`src/rtl/fmc_master.sv`:
```
// ---------------------------------------------------------------------------
// fmc_master
//
// Initiator for an FMC/FSMC-style multiplexed 16-bit address/data bus.
// It accepts one request at a time on a valid/ready interface and plays it
// out as ADDR -> AHLD -> DATA -> TURN strobe phases. It then returns a
// one-cycle completion pulse, plus read data when the request was a read.
//
// Optional feature: define FMC_NWAIT_EN to add the fmc_nwait input.
// While that input is low it stretches the DATA phase. A stall that lasts
// WAIT_TIMEOUT cycles ends DATA anyway and raises rsp_err.
//
// Ports:
//   sys_clk, rst_n            clock, asynchronous active-low reset
//   req_valid/req_ready       request handshake (ready only while idle)
//   req_wr/req_addr/req_wdata request contents, latched on accept
//   rsp_valid                 one-cycle completion pulse (first TURN cycle)
//   rsp_rdata                 read data, held until the next read completes
//   rsp_err                   stall timeout flag, qualified by rsp_valid
//   busy                      transaction in progress
//   fmc_ad_o/oe/i             split multiplexed address/data pad
//   fmc_ncs/nadv/nwe/noe      active-low bus strobes (all registered)
//   fmc_nwait                 active-low wait (FMC_NWAIT_EN builds only)
// ---------------------------------------------------------------------------
module fmc_master #(
    parameter int ADDSET       = 2,
    parameter int ADDHLD       = 1,
    parameter int DATAST       = 4,
    parameter int BUSTURN      = 1,
    parameter int WAIT_TIMEOUT = 255
) (
    input  logic        sys_clk,
    input  logic        rst_n,
    input  logic        req_valid,
    output logic        req_ready,
    input  logic        req_wr,
    input  logic [15:0] req_addr,
    input  logic [15:0] req_wdata,
    output logic        rsp_valid,
    output logic [15:0] rsp_rdata,
    output logic        rsp_err,
    output logic        busy,
    output logic [15:0] fmc_ad_o,
    output logic        fmc_ad_oe,
    input  logic [15:0] fmc_ad_i,
`ifdef FMC_NWAIT_EN
    input  logic        fmc_nwait,
`endif
    output logic        fmc_ncs,
    output logic        fmc_nadv,
    output logic        fmc_nwe,
    output logic        fmc_noe
);

    generate
        if (ADDSET < 1 || ADDSET > 255) begin : g_bad_addset
            $error("fmc_master: ADDSET must be in 1..255");
        end
        if (ADDHLD < 1 || ADDHLD > 255) begin : g_bad_addhld
            $error("fmc_master: ADDHLD must be in 1..255");
        end
        if (DATAST < 1 || DATAST > 255) begin : g_bad_datast
            $error("fmc_master: DATAST must be in 1..255");
        end
        if (BUSTURN < 1 || BUSTURN > 255) begin : g_bad_busturn
            $error("fmc_master: BUSTURN must be in 1..255");
        end
        if (WAIT_TIMEOUT < 1 || WAIT_TIMEOUT > 255) begin : g_bad_timeout
            $error("fmc_master: WAIT_TIMEOUT must be in 1..255");
        end
    endgenerate

    // The phase counter is loaded with (length - 1), so a phase ends when it reads 0.
    localparam logic [7:0] ADDSET_LD  = 8'(ADDSET - 1);
    localparam logic [7:0] ADDHLD_LD  = 8'(ADDHLD - 1);
    localparam logic [7:0] DATAST_LD  = 8'(DATAST - 1);
    localparam logic [7:0] BUSTURN_LD = 8'(BUSTURN - 1);

    typedef enum logic [2:0] {
        S_IDLE,
        S_ADDR,
        S_AHLD,
        S_DATA,
        S_TURN
    } state_t;

    state_t      state_q, state_d;
    logic [7:0]  cnt_q, cnt_d;
    logic        wr_q, wr_d;
    logic [15:0] addr_q, addr_d;
    logic [15:0] wdata_q, wdata_d;
    logic        rsp_valid_q, rsp_valid_d;
    logic [15:0] rsp_rdata_q, rsp_rdata_d;
    logic        req_ready_q, req_ready_d;
    logic        busy_q, busy_d;
    logic        ncs_q, ncs_d;
    logic        nadv_q, nadv_d;
    logic        nwe_q, nwe_d;
    logic        noe_q, noe_d;
    logic        ad_oe_q, ad_oe_d;
    logic [15:0] ad_o_q, ad_o_d;
    logic        data_exit;

`ifdef FMC_NWAIT_EN
    localparam logic [7:0] WAIT_LIMIT = 8'(WAIT_TIMEOUT);

    logic        nwait_meta_q, nwait_meta_d;
    logic        nwait_s_q, nwait_s_d;
    logic [7:0]  stall_q, stall_d;
    logic        rsp_err_q, rsp_err_d;
    logic        data_timeout;
`endif

    // State register and all registered outputs.
    always_ff @(posedge sys_clk or negedge rst_n) begin
        if (!rst_n) begin
            state_q     <= S_IDLE;
            cnt_q       <= 8'd0;
            wr_q        <= 1'b0;
            addr_q      <= 16'd0;
            wdata_q     <= 16'd0;
            rsp_valid_q <= 1'b0;
            rsp_rdata_q <= 16'd0;
            req_ready_q <= 1'b1;
            busy_q      <= 1'b0;
            ncs_q       <= 1'b1;
            nadv_q      <= 1'b1;
            nwe_q       <= 1'b1;
            noe_q       <= 1'b1;
            ad_oe_q     <= 1'b0;
            ad_o_q      <= 16'd0;
`ifdef FMC_NWAIT_EN
            nwait_meta_q <= 1'b1;
            nwait_s_q    <= 1'b1;
            stall_q      <= 8'd0;
            rsp_err_q    <= 1'b0;
`endif
        end else begin
            state_q     <= state_d;
            cnt_q       <= cnt_d;
            wr_q        <= wr_d;
            addr_q      <= addr_d;
            wdata_q     <= wdata_d;
            rsp_valid_q <= rsp_valid_d;
            rsp_rdata_q <= rsp_rdata_d;
            req_ready_q <= req_ready_d;
            busy_q      <= busy_d;
            ncs_q       <= ncs_d;
            nadv_q      <= nadv_d;
            nwe_q       <= nwe_d;
            noe_q       <= noe_d;
            ad_oe_q     <= ad_oe_d;
            ad_o_q      <= ad_o_d;
`ifdef FMC_NWAIT_EN
            nwait_meta_q <= nwait_meta_d;
            nwait_s_q    <= nwait_s_d;
            stall_q      <= stall_d;
            rsp_err_q    <= rsp_err_d;
`endif
        end
    end

    // Next-state logic. The pin values are derived from the *next* state and
    // then registered, so each pin changes on the same edge as the state.
    always_comb begin
        state_d     = state_q;
        cnt_d       = cnt_q;
        wr_d        = wr_q;
        addr_d      = addr_q;
        wdata_d     = wdata_q;
        rsp_valid_d = 1'b0;
        rsp_rdata_d = rsp_rdata_q;
        data_exit   = 1'b0;
`ifdef FMC_NWAIT_EN
        nwait_meta_d = fmc_nwait;
        nwait_s_d    = nwait_meta_q;
        stall_d      = stall_q;
        rsp_err_d    = rsp_err_q;
        data_timeout = 1'b0;
`endif

        case (state_q)
            S_IDLE: begin
                if (req_valid) begin
                    wr_d    = req_wr;
                    addr_d  = req_addr;
                    wdata_d = req_wdata;
                    state_d = S_ADDR;
                    cnt_d   = ADDSET_LD;
`ifdef FMC_NWAIT_EN
                    rsp_err_d = 1'b0;
`endif
                end
            end
            S_ADDR: begin
                if (cnt_q == 8'd0) begin
                    state_d = S_AHLD;
                    cnt_d   = ADDHLD_LD;
                end else begin
                    cnt_d = cnt_q - 8'd1;
                end
            end
            S_AHLD: begin
                if (cnt_q == 8'd0) begin
                    state_d = S_DATA;
                    cnt_d   = DATAST_LD;
`ifdef FMC_NWAIT_EN
                    stall_d = 8'd0;
`endif
                end else begin
                    cnt_d = cnt_q - 8'd1;
                end
            end
            S_DATA: begin
                if (cnt_q != 8'd0) begin
                    cnt_d = cnt_q - 8'd1;
                end else begin
`ifdef FMC_NWAIT_EN
                    // Once the programmed length has elapsed, keep stalling while
                    // the target holds NWAIT low, up to the timeout limit.
                    if (nwait_s_q) begin
                        data_exit = 1'b1;
                    end else if (stall_q == WAIT_LIMIT) begin
                        data_exit    = 1'b1;
                        data_timeout = 1'b1;
                    end else begin
                        stall_d = stall_q + 8'd1;
                    end
`else
                    data_exit = 1'b1;
`endif
                end
            end
            S_TURN: begin
                if (cnt_q == 8'd0) begin
                    state_d = S_IDLE;
                end else begin
                    cnt_d = cnt_q - 8'd1;
                end
            end
            default: begin
                state_d = S_IDLE;
            end
        endcase

        // Leaving DATA: complete the response and sample read data from the bus.
        if (data_exit) begin
            state_d     = S_TURN;
            cnt_d       = BUSTURN_LD;
            rsp_valid_d = 1'b1;
            if (!wr_q) begin
                rsp_rdata_d = fmc_ad_i;
            end
`ifdef FMC_NWAIT_EN
            rsp_err_d = data_timeout;
`endif
        end

        req_ready_d = (state_d == S_IDLE);
        busy_d      = (state_d != S_IDLE);
        ncs_d       = !(state_d == S_ADDR || state_d == S_AHLD || state_d == S_DATA);
        nadv_d      = !(state_d == S_ADDR);
        nwe_d       = !(state_d == S_DATA && wr_d);
        noe_d       = !(state_d == S_DATA && !wr_d);
        ad_oe_d     = (state_d == S_ADDR) || (state_d == S_AHLD) || (state_d == S_DATA && wr_d);
        if (state_d == S_ADDR || state_d == S_AHLD) begin
            ad_o_d = addr_d;
        end else if (state_d == S_DATA && wr_d) begin
            ad_o_d = wdata_d;
        end else begin
            ad_o_d = 16'd0;
        end
    end

    assign req_ready = req_ready_q;
    assign busy      = busy_q;
    assign rsp_valid = rsp_valid_q;
    assign rsp_rdata = rsp_rdata_q;
    assign fmc_ncs   = ncs_q;
    assign fmc_nadv  = nadv_q;
    assign fmc_nwe   = nwe_q;
    assign fmc_noe   = noe_q;
    assign fmc_ad_oe = ad_oe_q;
    assign fmc_ad_o  = ad_o_q;
`ifdef FMC_NWAIT_EN
    assign rsp_err   = rsp_err_q;
`else
    assign rsp_err   = 1'b0;
`endif

endmodule

```
`config.mk`:
```
export PLATFORM = sky130hd
export DESIGN_NAME = fmc_master
export DESIGN_NICKNAME = d
export VERILOG_FILES = /design/src/rtl/fmc_master.sv
export SDC_FILE = /design/constraint.sdc
export NUM_CORES = 1
export LEC_CHECK = 0
export CAP_MARGIN = 0
export CELL_PAD_IN_SITES_DETAIL_PLACEMENT = 1
export CELL_PAD_IN_SITES_GLOBAL_PLACEMENT = 1
export CORE_MARGIN = 10
export CORE_UTILIZATION = 42
export CTS_CLUSTER_SIZE = 25
export DETAILED_ROUTE_END_ITERATION = 10
export PLACE_DENSITY = 0.83
export RECOVER_POWER = 50
export SLEW_MARGIN = 30
export SYNTH_ARGS = -nofsm -noshare
export SYNTH_HDL_FRONTEND = slang
export SYNTH_SLANG_ARGS = --single-unit
```
`constraint.sdc`:
```
create_clock -name sys_clk -period 5.4 [get_ports sys_clk]
set_clock_uncertainty 0.1 [all_clocks]
set_input_delay 1.08 -clock sys_clk [delete_from_list [all_inputs] [get_ports sys_clk]]
set_output_delay 1.08 -clock sys_clk [all_outputs]
set_load 0.02 [all_outputs]
```
# Word level (Yosys, flattened, before mapping)
# Index checks and enable logic that the tools add are counted.
[totals]
register_bits = 84
input_bits = 52
output_inout_bits = 41
word_cells = 69
[op_classes]
add_sub_neg = 1
n_eq_ne = 10
mux = 24
bitwise_logic = 1
reduce_logical = 18
[ops]
columns = ["operator", "count"]
rows = [
  ["2-to-1 mux 16 bit", 6],
  ["2-to-1 mux 8 bit", 6],
  ["case mux 8 bit (5 select lines)", 1],
  ["2-to-1 mux 3 bit", 5],
  ["case mux 3 bit (5 select lines)", 1],
  ["== test 3 x 2 -> 1 bit (second input constant)", 4],
  ["!= test 3 bit (second input constant)", 3],
  ["zero test 8 bit", 1],
  ["nonzero test 8 bit", 1],
  ["subtractor 8 x 1 -> 8 bit (second input constant)", 1],
  ["== test 3 x 1 -> 1 bit (second input constant)", 2],
  ["zero test 3 bit", 2],
  ["nonzero test 6 bit", 1],
  ["zero test 1 bit", 5],
  ["2-to-1 mux 1 bit", 5],
  ["AND reduction 4 bit", 1],
  ["== test 3 bit (second input constant)", 1],
  ["logical OR 1 bit", 3],
  ["nonzero test 3 bit", 1],
  ["logical AND 1 bit", 2],
  ["AND reduction 2 bit", 1],
  ["NOT 1 bit", 1],
]

# Depth between registers and ports, before layout
# Gate-level depths: netlist of the first run.
[depth]
ltp_word = 8
mapped_depth = 8
depth_no_buf = 6

# Worst setup path after synthesis of the first run
# OpenSTA, ideal clock, no wires.
[synth_path]
kind = "input to register"
startpoint = "input req_valid"
endpoint = "register ad_o_q[14], in the netlist fmc_ad_o[14]"
setup_time_ns = 0.131
arrival_time_ns = 2.077
setup_slack_ns = 3.092
cell_stages = 7
n_path_buf = 2
path_cell_list = "nor4b_2 -> buf_4 -> mux2i_1 -> inv_2 -> o211ai_4 -> buf_6 -> o22ai_1"
[synth_lines]
columns = ["element", "line_no", "text"]
rows = [
  ["start, declared", "34", "input logic req_valid,"],
  ["2-to-1 mux 1 bit", "184", "if (req_valid) begin"],
  ["2-to-1 mux 1 bit", "182", "case (state_q)"],
  ["via wr_d", "89", "logic wr_q, wr_d;"],
  ["logical AND 1 bit", "268", "end else if (state_d == S_DATA && wr_d) begin"],
  ["2-to-1 mux 16 bit", "268", ""],
  ["2-to-1 mux 16 bit", "266", "if (state_d == S_ADDR || state_d == S_AHLD) begin"],
  ["via ad_o_d[14]", "101", "logic [15:0] ad_o_q, ad_o_d;"],
  ["end signal, assigned", "153", "ad_o_q <= ad_o_d;"],
  ["end, declared", "101", ""],
]
# The timed path passes the listed nets, and every way through them passes these cells.
# A chain may end at the register's enable or synchronous reset.

# Worst setup path in the final report of the first run
[layout_path]
startpoint = "input req_valid"
endpoint = "register ad_o_q[6], in the netlist fmc_ad_o[6]"
# Same word-level chain as after synthesis.

==> reports/metrics.yaml, run 1 <==
status: "complete, no violations"
r2r-start: "state_q[2]$_DFF_PN0_"
cp_max_fo: 33
powerDensity_mw_per_mm2: 575
via_per_inst: 5.15
die_w_um: 114
synth_area_per_cell_um2: 12.6
synth_edf_count: 0
min_path_type: "flop to flop"
clk_path_buf_depth: 2
critPathCaptureType: "flop"
ys_warn_count: 0
antenna_found_initial: 0
grt_use_total_pct: 14.9
synthCells: 296
crit_chain: "clkdlybuf4s50_1 -> nor4b_4 -> buf_4 -> mux2i_1 -> inv_2 -> o211ai_4 -> o22ai_1"
dr.first_iter.drc_count: 133
tns_ns: 0
vdd_drop_max_mv: 0.208
arrival_ns: 3.29
via_count: 2566
antenna_cells: 0
fin_hold_ws_ns: 0.392
leakagePower_nw: 2.10
cts_tree: "done"
yosys_register_bits: 84
dpl_cell_area_mm2: 0.00467
drtPass1Iterations: 4
row_count: 34
setup_viol: 0
fin_crit_sh_pct: 58.9
slew_violations: 0
path_buf_inv: 3
max_cap_viol_count: 0
synth_flop_cell: "dfrtp_1"
first_global_vias: 2828
postSynthNetCount: 350
design.die.area_mm2: 0.0130
wirelength_um: 9560
dp_cells: 481
period_needed_ns: 3.18
port-buffer-count: 91
fmax_mhz: 314
cts_hold_buf: 0
clk_pin_slew_ns: 0.10
cts.sinks: 84
cp.required_ns: 5.50
cp-endpoint: "fmc_ad_o[6]$_DFF_PN0_"
hpwl_um: 7050
r2r_slack_ns: 2.57
drc: 0
rr_worst_depth: 5
cts_resized: 0
ioPinCount: 93
final_cells: 498
cp.depth: 7
areaGrowthSynthToFinish_pct: 30.3
synth-async-reset-ratio_pct: 100
slew_headroom_pct: 33.6
critPathSlowestCell: "clkdlybuf4s50_1"
cp_top_family: "buffers and inverters"
cts_made_buffers: 9
synth_seq_area_share_pct: 56.7
slowest_delay_ns: 0.57
synth_cell_types: 62
die_y_um: 114
grt_first_pass_wirelength_um: 15600
hold_violations: 0
gp_congestion: 0.817
tightest_slew_ns: 0.988
rsz0062_at_grt: "no"
start_util_pct: 42.8
worstReg2RegEnd: "rsp_rdata[3]$_DFFE_PN0P_"
grt_overflow: 0
crit_type: "input port to flop"
clockRootBuffer: "clkbuf_8"
design_area_mm2: 0.00485
layout.nets: 439
drt-wirelength-per-cell_um: 19.2
post_cts_buffers: 0
start_kind: "input port"
synthesis.area_mm2: 0.00372
drive_gt1_share_pct: 14.4
critPathLaunch: "req_valid"
ant_nets: 0
core-area_mm2: 0.00868
clock_latency_ns: 0.35
grt_max_degree: 85
h-tree-depth: 3
==> area by class of cell <==
| class | count | area, um^2 |
|---|---|---|
| clock buffer | 10 | 138 |
| multi-input combinational | 157 | 1330 |
| sequential | 84 | 2110 |
| fill | 917 | 3830 |
| inverter | 40 | 150 |
| timing repair buffer | 93 | 931 |
| tap | 108 | 135 |
| clock inverter | 6 | 55.1 |
==> worst min path at each step <==
stage,endpoint,cells after the start,startpoint,slack [ns]
floorplan,wdata_q[15]$_DFF_PN0_,2,wdata_q[15]$_DFF_PN0_,0.35
global placement,wdata_q[12]$_DFF_PN0_,2,wdata_q[12]$_DFF_PN0_,0.36
detailed placement,addr_q[3]$_DFF_PN0_,2,addr_q[3]$_DFF_PN0_,0.37
CTS,addr_q[3]$_DFF_PN0_,2,addr_q[3]$_DFF_PN0_,0.39
global route,addr_q[0]$_DFF_PN0_,2,addr_q[0]$_DFF_PN0_,0.42
finish,addr_q[3]$_DFF_PN0_,2,addr_q[3]$_DFF_PN0_,0.39
==> layout by cell type (no fill, tap or decap), drive strengths merged, types with 5 or more instances in the layout <==
cell type and count:
o22ai 18, dfrtp 79, nor3 9, nor2 9, nand2 9, clkdlybuf4s50 86
o21ai 6, mux2i 33, mux2 16, dfstp 5, clkbuf 10, inv 42
==> registers in the layout, summed over array words and instances (netlist names) <==
register and flops:
rsp_valid 1, req_ready 1, fmc_ad_o 16, wdata_q 16, rsp_rdata 16, fmc_ncs 1
fmc_nwe 1, busy 1, cnt_q 8, state_q 3, wr_q 1, addr_q 16
fmc_nadv 1, fmc_noe 1, fmc_ad_oe 1
==> routing by layer <==
metal	GRT usage [%]	up-vias	routed length, um
met5	0	-	0
met4	3.76	0	73
met3	3.83	7	519
met2	24.9	62	4850
met1	18.7	1289	4120
li1	-	1208	-
==> where the power goes <==
| group | leakage, nW | internal (mW) | switching [mW] | total (mW) |
|---|---|---|---|---|
| logic | 0.990 | 0.575 | 0.648 | 1.22 |
| registers | 1.01 | 0.936 | 0.185 | 1.12 |
| clock network | 0.0994 | 0.189 | 0.253 | 0.442 |
| total | 2.10 | 1.70 | 1.09 | 2.79 |
==> cells in the mapped netlist (2+ instances only) <==
cell type   n  share of area (%)
buf_4       5                1.0
nor3_4      2               0.87
buf_6       3               0.91
ha_1        2               0.67
mux2_4     10                4.0
o22ai_1    18                3.0
dfrtp_1    79                 53
a211oi_1    3               0.61
buf_2       5               0.67
or3_1       3               0.50
dfstp_2     5                3.5
a31oi_1     3               0.50
nor2_1      5               0.50
nor2_2      3               0.50
xnor2_1     3               0.71
nor3b_1     2               0.40
o21ai_0     5               0.67
a221o_1     2               0.54
inv_1      38                3.8
nand2_1     7               0.71
nor4_1      3               0.50
a211o_1     2               0.47
nand3_1     2               0.27
nor3_1      7               0.94
a22o_1      2               0.47
a21oi_1     3               0.40
nand2_2     2               0.34
mux2i_1    33                8.9
mux2_2      6                1.8
==> through the flow <==
step	total power [mW]	setup WS (ns)	util (%)
after floorplan	1.88	3.09	-
after global placement	2.31	1.95	53.7
after detailed placement	2.39	1.85	53.8
after CTS	2.83	2.22	56.0
after global routing	2.98	2.04	55.8
final	2.79	2.22	55.8
==> worst min-delay path: cells and delay by family (launching register included) <==
family                 cells  cell delay (ns)
buffers and inverters      1             0.05
DFF                        1             0.34
muxes                      1             0.08
==> cell families (layout without fill, tap and decap cells) <==
group / after synthesis / after routing / share of synthesized area (%)
mux: 49 / 49 / 14.7
compound gates: 49 / 49 / 10.0
fa+ha+maj: 2 / 2 / 0.673
flops: 84 / 84 / 56.7
xor+xnor: 4 / 4 / 0.942
buf+inv: 55 / 149 / 7.13
other cells: 1 / 1 / 0.101
simple gates: 52 / 52 / 9.69
Note: power is estimated with default switching activity, not from simulation.
==> run 2, diff against run 1 <==
--- a/config.mk
+++ b/config.mk
@@ -9,10 +9,10 @@
 export CELL_PAD_IN_SITES_DETAIL_PLACEMENT = 1
 export CELL_PAD_IN_SITES_GLOBAL_PLACEMENT = 1
 export CORE_MARGIN = 10
-export CORE_UTILIZATION = 42
+export CORE_UTILIZATION = 35
 export CTS_CLUSTER_SIZE = 25
 export DETAILED_ROUTE_END_ITERATION = 10
-export PLACE_DENSITY = 0.83
+export PLACE_DENSITY = 0.74
 export RECOVER_POWER = 50
 export SLEW_MARGIN = 30
 export SYNTH_ARGS = -nofsm -noshare
==> constraint.sdc (replaced) <==
create_clock -name sys_clk -period 2.9 [get_ports sys_clk]
set_clock_uncertainty 0.1 [all_clocks]
set_input_delay 0.58 -clock sys_clk [delete_from_list [all_inputs] [get_ports sys_clk]]
set_output_delay 0.58 -clock sys_clk [all_outputs]
set_load 0.02 [all_outputs]
==> run 2 against run 1 <==
Flip-flop and latch count unchanged; critical path depth is 1 lower; routed wire length decreased by 2.8%; register-to-register slack got worse by 2.1 ns; critical endpoint is now fmc_ad_o[4]$_DFF_PN0_.
==> reports/metrics.yaml, run 2 (synthesized netlist as in run 1, its figures left out) <==
max_cap_viol_count: 0  # unchanged
drt-wirelength-per-cell_um: 17.6  # -8.4%
crit_type: "input port to flop"
cp.required_ns: 3.01  # -2.49 ns
start_kind: "input port"
cts.sinks: 84  # unchanged
vdd_drop_max_mv: 0.361  # +74%
cts_tree: "done"
drive_gt1_share_pct: 15.3  # +0.95 points
slew_headroom_pct: 16.6  # -17 points
wirelength_um: 9290  # -2.8%
period_needed_ns: 2.56
h-tree-depth: 3  # unchanged
grt_overflow: 0  # unchanged
fmax_mhz: 390
die_w_um: 123  # +7.9%
final_cells: 528  # +6.0%
core-area_mm2: 0.0103  # +19%
mostFrequentLayoutCells: "clkdlybuf4s50_1, dfrtp_1, inv_1"
clk_pin_slew_ns: 0.09  # about the same
r2r-start: "cnt_q[0]$_DFFE_PN0P_"
final_common_cell: "clkdlybuf4s50_1"
drc: 0  # unchanged
post_cts_buffers: 0  # unchanged
leakagePower_nw: 2.11  # +0.47%
hpwl_um: 6880  # -2.4%
start_util_pct: 36.0  # -6.8 points
cts_made_buffers: 9  # unchanged
layout.nets: 441  # +0.46%
setup_viol: 0  # unchanged
areaGrowthSynthToFinish_pct: 32.1
die_y_um: 123  # +7.9%
slew_violations: 0  # unchanged
cp_max_fo: 18  # -45%
crit_chain: "dlygate4sd3_1 -> nor4b_1 -> mux2i_1 -> inv_2 -> o211ai_4 -> o22ai_1"
clockRootBuffer: "clkbuf_8"
fin_crit_sh_pct: 88.4
row_count: 37  # +8.8%
rsz0062_at_grt: "no"
clk_path_buf_depth: 2  # unchanged
hold_violations: 0  # unchanged
antenna_found_initial: 0  # unchanged
port-buffer-count: 91  # unchanged
via_per_inst: 4.95  # -3.8%
min_path_type: "input port to async pin"
critPathLaunch: "req_valid"
via_count: 2616  # +1.9%
antenna_cells: 0  # unchanged
dr.first_iter.drc_count: 105  # -21%
design.die.area_mm2: 0.0151  # +16%
clock_latency_ns: 0.35  # about the same
grt_use_total_pct: 12.6  # -2.3 points
tns_ns: 0  # unchanged
cts_resized: 0  # unchanged
tightest_slew_ns: 1.25  # +0.263 ns
critPathCaptureType: "flop"
ioPinCount: 93  # unchanged
cts_hold_buf: 0  # unchanged
grt_max_degree: 51  # -40%
status: "complete, no violations"
dp_cells: 512  # +6.4%
slowest_delay_ns: 0.64  # +0.07 ns
grt_first_pass_wirelength_um: 15100  # -3.4%
first_global_vias: 2797  # -1.1%
arrival_ns: 2.67  # -0.62 ns
gp_congestion: 0.785  # -3.9%
drtPass1Iterations: 4  # unchanged
critPathSlowestCell: "nor4b_1"
ant_nets: 0  # unchanged
powerDensity_mw_per_mm2: 1060  # +84%
## run 2: area by class of cell
class	instances	area, um^2
clock inverter	5	60.1
sequential	84	2110
inverter	40	150
tap	136	170
clock buffer	11	141
fill	1093	5410
timing repair buffer	95	946
multi-input combinational	157	1340
## run 2: per-layer routing
| layer | share of wire [%] | up-vias | GRT usage [%] |
|---|---|---|---|
| li1 | - | 1208 | - |
| met1 | 44 | 1333 | 16.4 |
| met2 | 48 | 64 | 19.6 |
| met3 | 6.4 | 11 | 3.65 |
| met4 | 1.5 | 0 | 4.37 |
| met5 | 0 | - | 0 |
## run 2: critical path, delay by kind of cell
| kind | cells | cell delay (ns) |
|---|---|---|
| buffers and inverters | 2 | 0.68 |
| AND/OR/NAND/NOR | 1 | 0.64 |
| AO/OA/AOI/OAI | 2 | 0.42 |
| multiplexers | 1 | 0.35 |
## run 2: power breakdown
group	internal, mW	switching, mW	leakage [nW]
Combinational	1.07	1.19	0.999
Clock	0.425	0.421	0.0999
Sequential	1.74	0.342	1.01
## run 2: stage by stage
stage	util, %	cell area, um^2	setup slack [ns]	hold WS (ns)	power [mW]
floorplan	-	3720	0.845	0.184	3.51
global placement	46.0	4750	0.414	0.360	4.35
detailed placement	46.0	4750	0.383	0.369	4.43
CTS	47.9	4950	0.427	0.162	5.29
global route	47.6	4910	0.157	0.414	5.58
finish	47.6	4910	0.335	0.382	5.19
## run 2: final timing paths
kind,end,slack (ns),depth (start not counted)
max in group asynchronous,wdata_q[14]$_DFF_PN0_,0.85,2
hold / removal,wdata_q[8]$_DFF_PN0_,0.38,1
setup reg to reg,fmc_ad_o[4]$_DFF_PN0_,0.43,6
hold reg to reg,addr_q[3]$_DFF_PN0_,0.39,2
min in group sys_clk,addr_q[3]$_DFF_PN0_,0.39,2
setup / recovery,fmc_ad_o[4]$_DFF_PN0_,0.34,6
==> run 3, diff against run 2 <==
--- a/config.mk
+++ b/config.mk
@@ -5,10 +5,8 @@
 export SDC_FILE = /design/constraint.sdc
 export NUM_CORES = 1
 export LEC_CHECK = 0
-export CAP_MARGIN = 0
 export CELL_PAD_IN_SITES_DETAIL_PLACEMENT = 1
 export CELL_PAD_IN_SITES_GLOBAL_PLACEMENT = 1
-export CORE_MARGIN = 10
 export CORE_UTILIZATION = 35
 export CTS_CLUSTER_SIZE = 25
 export DETAILED_ROUTE_END_ITERATION = 10
==> run 3 against run 2 <==
Sequential share of layout area down 0.41 points; via count down 1.9%; cell count stayed put; combinational power about the same; maximum frequency is 1.9% lower; utilization rose by 0.46 points; worst setup slack worse by 0.049 ns; global-route usage up 3.9 points; flip-flop and latch count unchanged; routed wire length decreased by 7.9%; critical endpoint is now fmc_ad_o[15]$_DFF_PN0_; largest power group unchanged.
==> reports/metrics.yaml, run 3 (synthesized netlist as in run 1, its figures left out) <==
drive_gt1_share_pct: 15.3  # unchanged
combPwrFrac_pct: 42.0  # -1.5 points
rr_worst_depth: 5  # -1
areaGrowthSynthToFinish_pct: 33.4
via_count: 2567  # -1.9%
start_util_pct: 36.0  # unchanged
crit_type: "input port to flop"
p_seq_share_pct: 38.9  # -1.3 points
antenna_cells: 0  # unchanged
tns_ns: 0  # unchanged
intPower_mw: 3.42  # +5.5%
post_cts_buffers: 0  # unchanged
first_global_vias: 2772  # -0.89%
r2r-start: "state_q[2]$_DFF_PN0_"
tightest_slew_ns: 1.16  # -0.0876 ns
hpwl_um: 6010  # -13%
r2r_slack_ns: 0.39  # -0.04 ns
clk_pin_slew_ns: 0.09  # about the same
p_clk_share_pct: 19.1  # +2.8 points
grt_use_total_pct: 16.5  # +3.9 points
clockRootBuffer: "clkbuf_8"
fin_hold_ws_ns: 0.343  # -0.0395 ns
grt_max_degree: 47  # -7.8%
slew_headroom_pct: 22.4  # +5.8 points
mostFrequentLayoutCells: "clkdlybuf4s50_1, dfrtp_1, inv_1"
drtPass1Iterations: 4  # unchanged
slew_violations: 0  # unchanged
die_w_um: 105  # -15%
finalWorstSetupSlack_ns: 0.287  # -0.0487 ns
clk_path_buf_depth: 2  # unchanged
powerDensity_mw_per_mm2: 1080  # +2.5%
path_buf_inv: 2  # unchanged
wirelength_um: 8560  # -7.9%
period_needed_ns: 2.61  # +0.0487 ns
drc: 0  # unchanged
cts_resized: 0  # unchanged
max_cap_viol_count: 0  # unchanged
cts.sinks: 84  # unchanged
power_mw: 5.37  # +3.5%
arrival_ns: 2.72  # +0.05 ns
critPathCaptureType: "flop"
slowest_delay_ns: 0.68  # +0.04 ns
h-tree-depth: 3  # unchanged
gp_congestion: 0.777  # -1.0%
core-area_mm2: 0.0103  # unchanged
rsz0062_at_grt: "no"
cp_max_fo: 18  # unchanged
crit_chain: "dlygate4sd3_1 -> nor4b_1 -> mux2i_1 -> inv_2 -> o211ai_4 -> o22ai_1"
leakagePower_nw: 2.14  # +1.3%
cp_top_family: "simple AND/OR/NAND/NOR gates"
ioPinCount: 93  # unchanged
swShare_pct: 36.3  # -1.2 points
grt_first_pass_wirelength_um: 14200  # -6.0%
die_y_um: 105  # -15%
hold_violations: 0  # unchanged
min_path_type: "input port to async pin"
p_sw_mw: 1.95  # about the same
cts_made_buffers: 9  # unchanged
cts_hold_buf: 0  # unchanged
cp.depth: 6  # unchanged
drt-wirelength-per-cell_um: 16.2  # -7.9%
start_kind: "input port"
port-buffer-count: 91  # unchanged
num-fill-cells: 1105  # +1.1%
vdd_drop_max_mv: 0.410  # +14%
antenna_found_initial: 0  # unchanged
setup_viol: 0  # unchanged
grt_overflow: 0  # unchanged
design.die.area_mm2: 0.0110  # -27%
cts_tree: "done"
fin_crit_sh_pct: 90.1  # +1.7 points
layout.nets: 441  # unchanged
final_common_cell: "clkdlybuf4s50_1"
ant_nets: 0  # unchanged
clock_latency_ns: 0.35  # about the same
dpl_worst_slack_ns: 0.385  # +0.00210 ns
via_per_inst: 4.86  # -1.9%
dr.first_iter.drc_count: 69  # -34%
fmax_mhz: 383  # -1.9%
design_area_mm2: 0.00496  # +0.97%
cp.required_ns: 3.00  # about the same
row_count: 37  # unchanged
critPathSlowestCell: "nor4b_1"
worstReg2RegEnd: "fmc_ad_o[15]$_DFF_PN0_"
status: "complete, no violations"
dpl_cell_area_mm2: 0.00475  # unchanged
run 3: cell types whose count changed in the layout (fill, tap and decap cells not counted):
cell / previous run / this run
dlygate4sd3_1: 5 / 3
clkinv_2: 1 / 0
clkinvlp_4: 1 / 0
clkdlybuf4s50_1: 85 / 87
bufinv_16: 1 / 3
run 3: metrics by stage:
step | std cells | util, %
6_report | 528 | 48.1
5_1_grt | 528 | 48.1
4_1_cts | 528 | 48.4
3_5_place_dp | 512 | 46.0
3_3_place_gp | 512 | 46.0
2_1_floorplan | 296 | -
run 3: per-layer routing:
layer,vias to the layer above,part of all wire (%),track usage (%)
met3,11,4.2,3.43
li1,1207,-,-
met1,1281,46,21.8
met4,0,1.3,6.34
met5,-,0,0
met2,68,49,26.5
run 3: how the worst max path moves through the flow:
stage                               startpoint                        end  slack, ns
final                                req_valid     fmc_ad_o[15]$_DFF_PN0_       0.29
after global routing                 req_valid     fmc_ad_o[15]$_DFF_PN0_       0.13
after CTS                 cnt_q[0]$_DFFE_PN0P_      fmc_ad_o[2]$_DFF_PN0_       0.42
after detailed placement             req_valid      fmc_ad_o[2]$_DFF_PN0_       0.39
after global placement               req_valid     fmc_ad_o[15]$_DFF_PN0_       0.41
after floorplan           cnt_q[0]$_DFFE_PN0P_  rsp_rdata[10]$_DFFE_PN0P_       0.85
run 3: power by group through the flow:
stage / clock [mW] / combinational, mW / sequential, mW
finish: 1.03 / 2.26 / 2.09
global route: 1.10 / 2.46 / 2.16
CTS: 1.05 / 2.30 / 2.10
detailed placement: 0 / 2.28 / 2.12
global placement: 0 / 2.22 / 2.09
floorplan: 0 / 1.22 / 2.29
run 3: cell type report:
| cell class | instances | area, um^2 | share of cell area, % |
|---|---|---|---|
| Sequential cell | 84 | 2110 | 42.5 |
| Multi-Input combinational cell | 157 | 1340 | 27.0 |
| Timing Repair Buffer | 95 | 946 | 19.1 |
| Tap cell | 136 | 170 | 3.43 |
| Inverter | 40 | 150 | 3.03 |
| Clock buffer | 11 | 141 | 2.85 |
| Clock inverter | 5 | 108 | 2.17 |
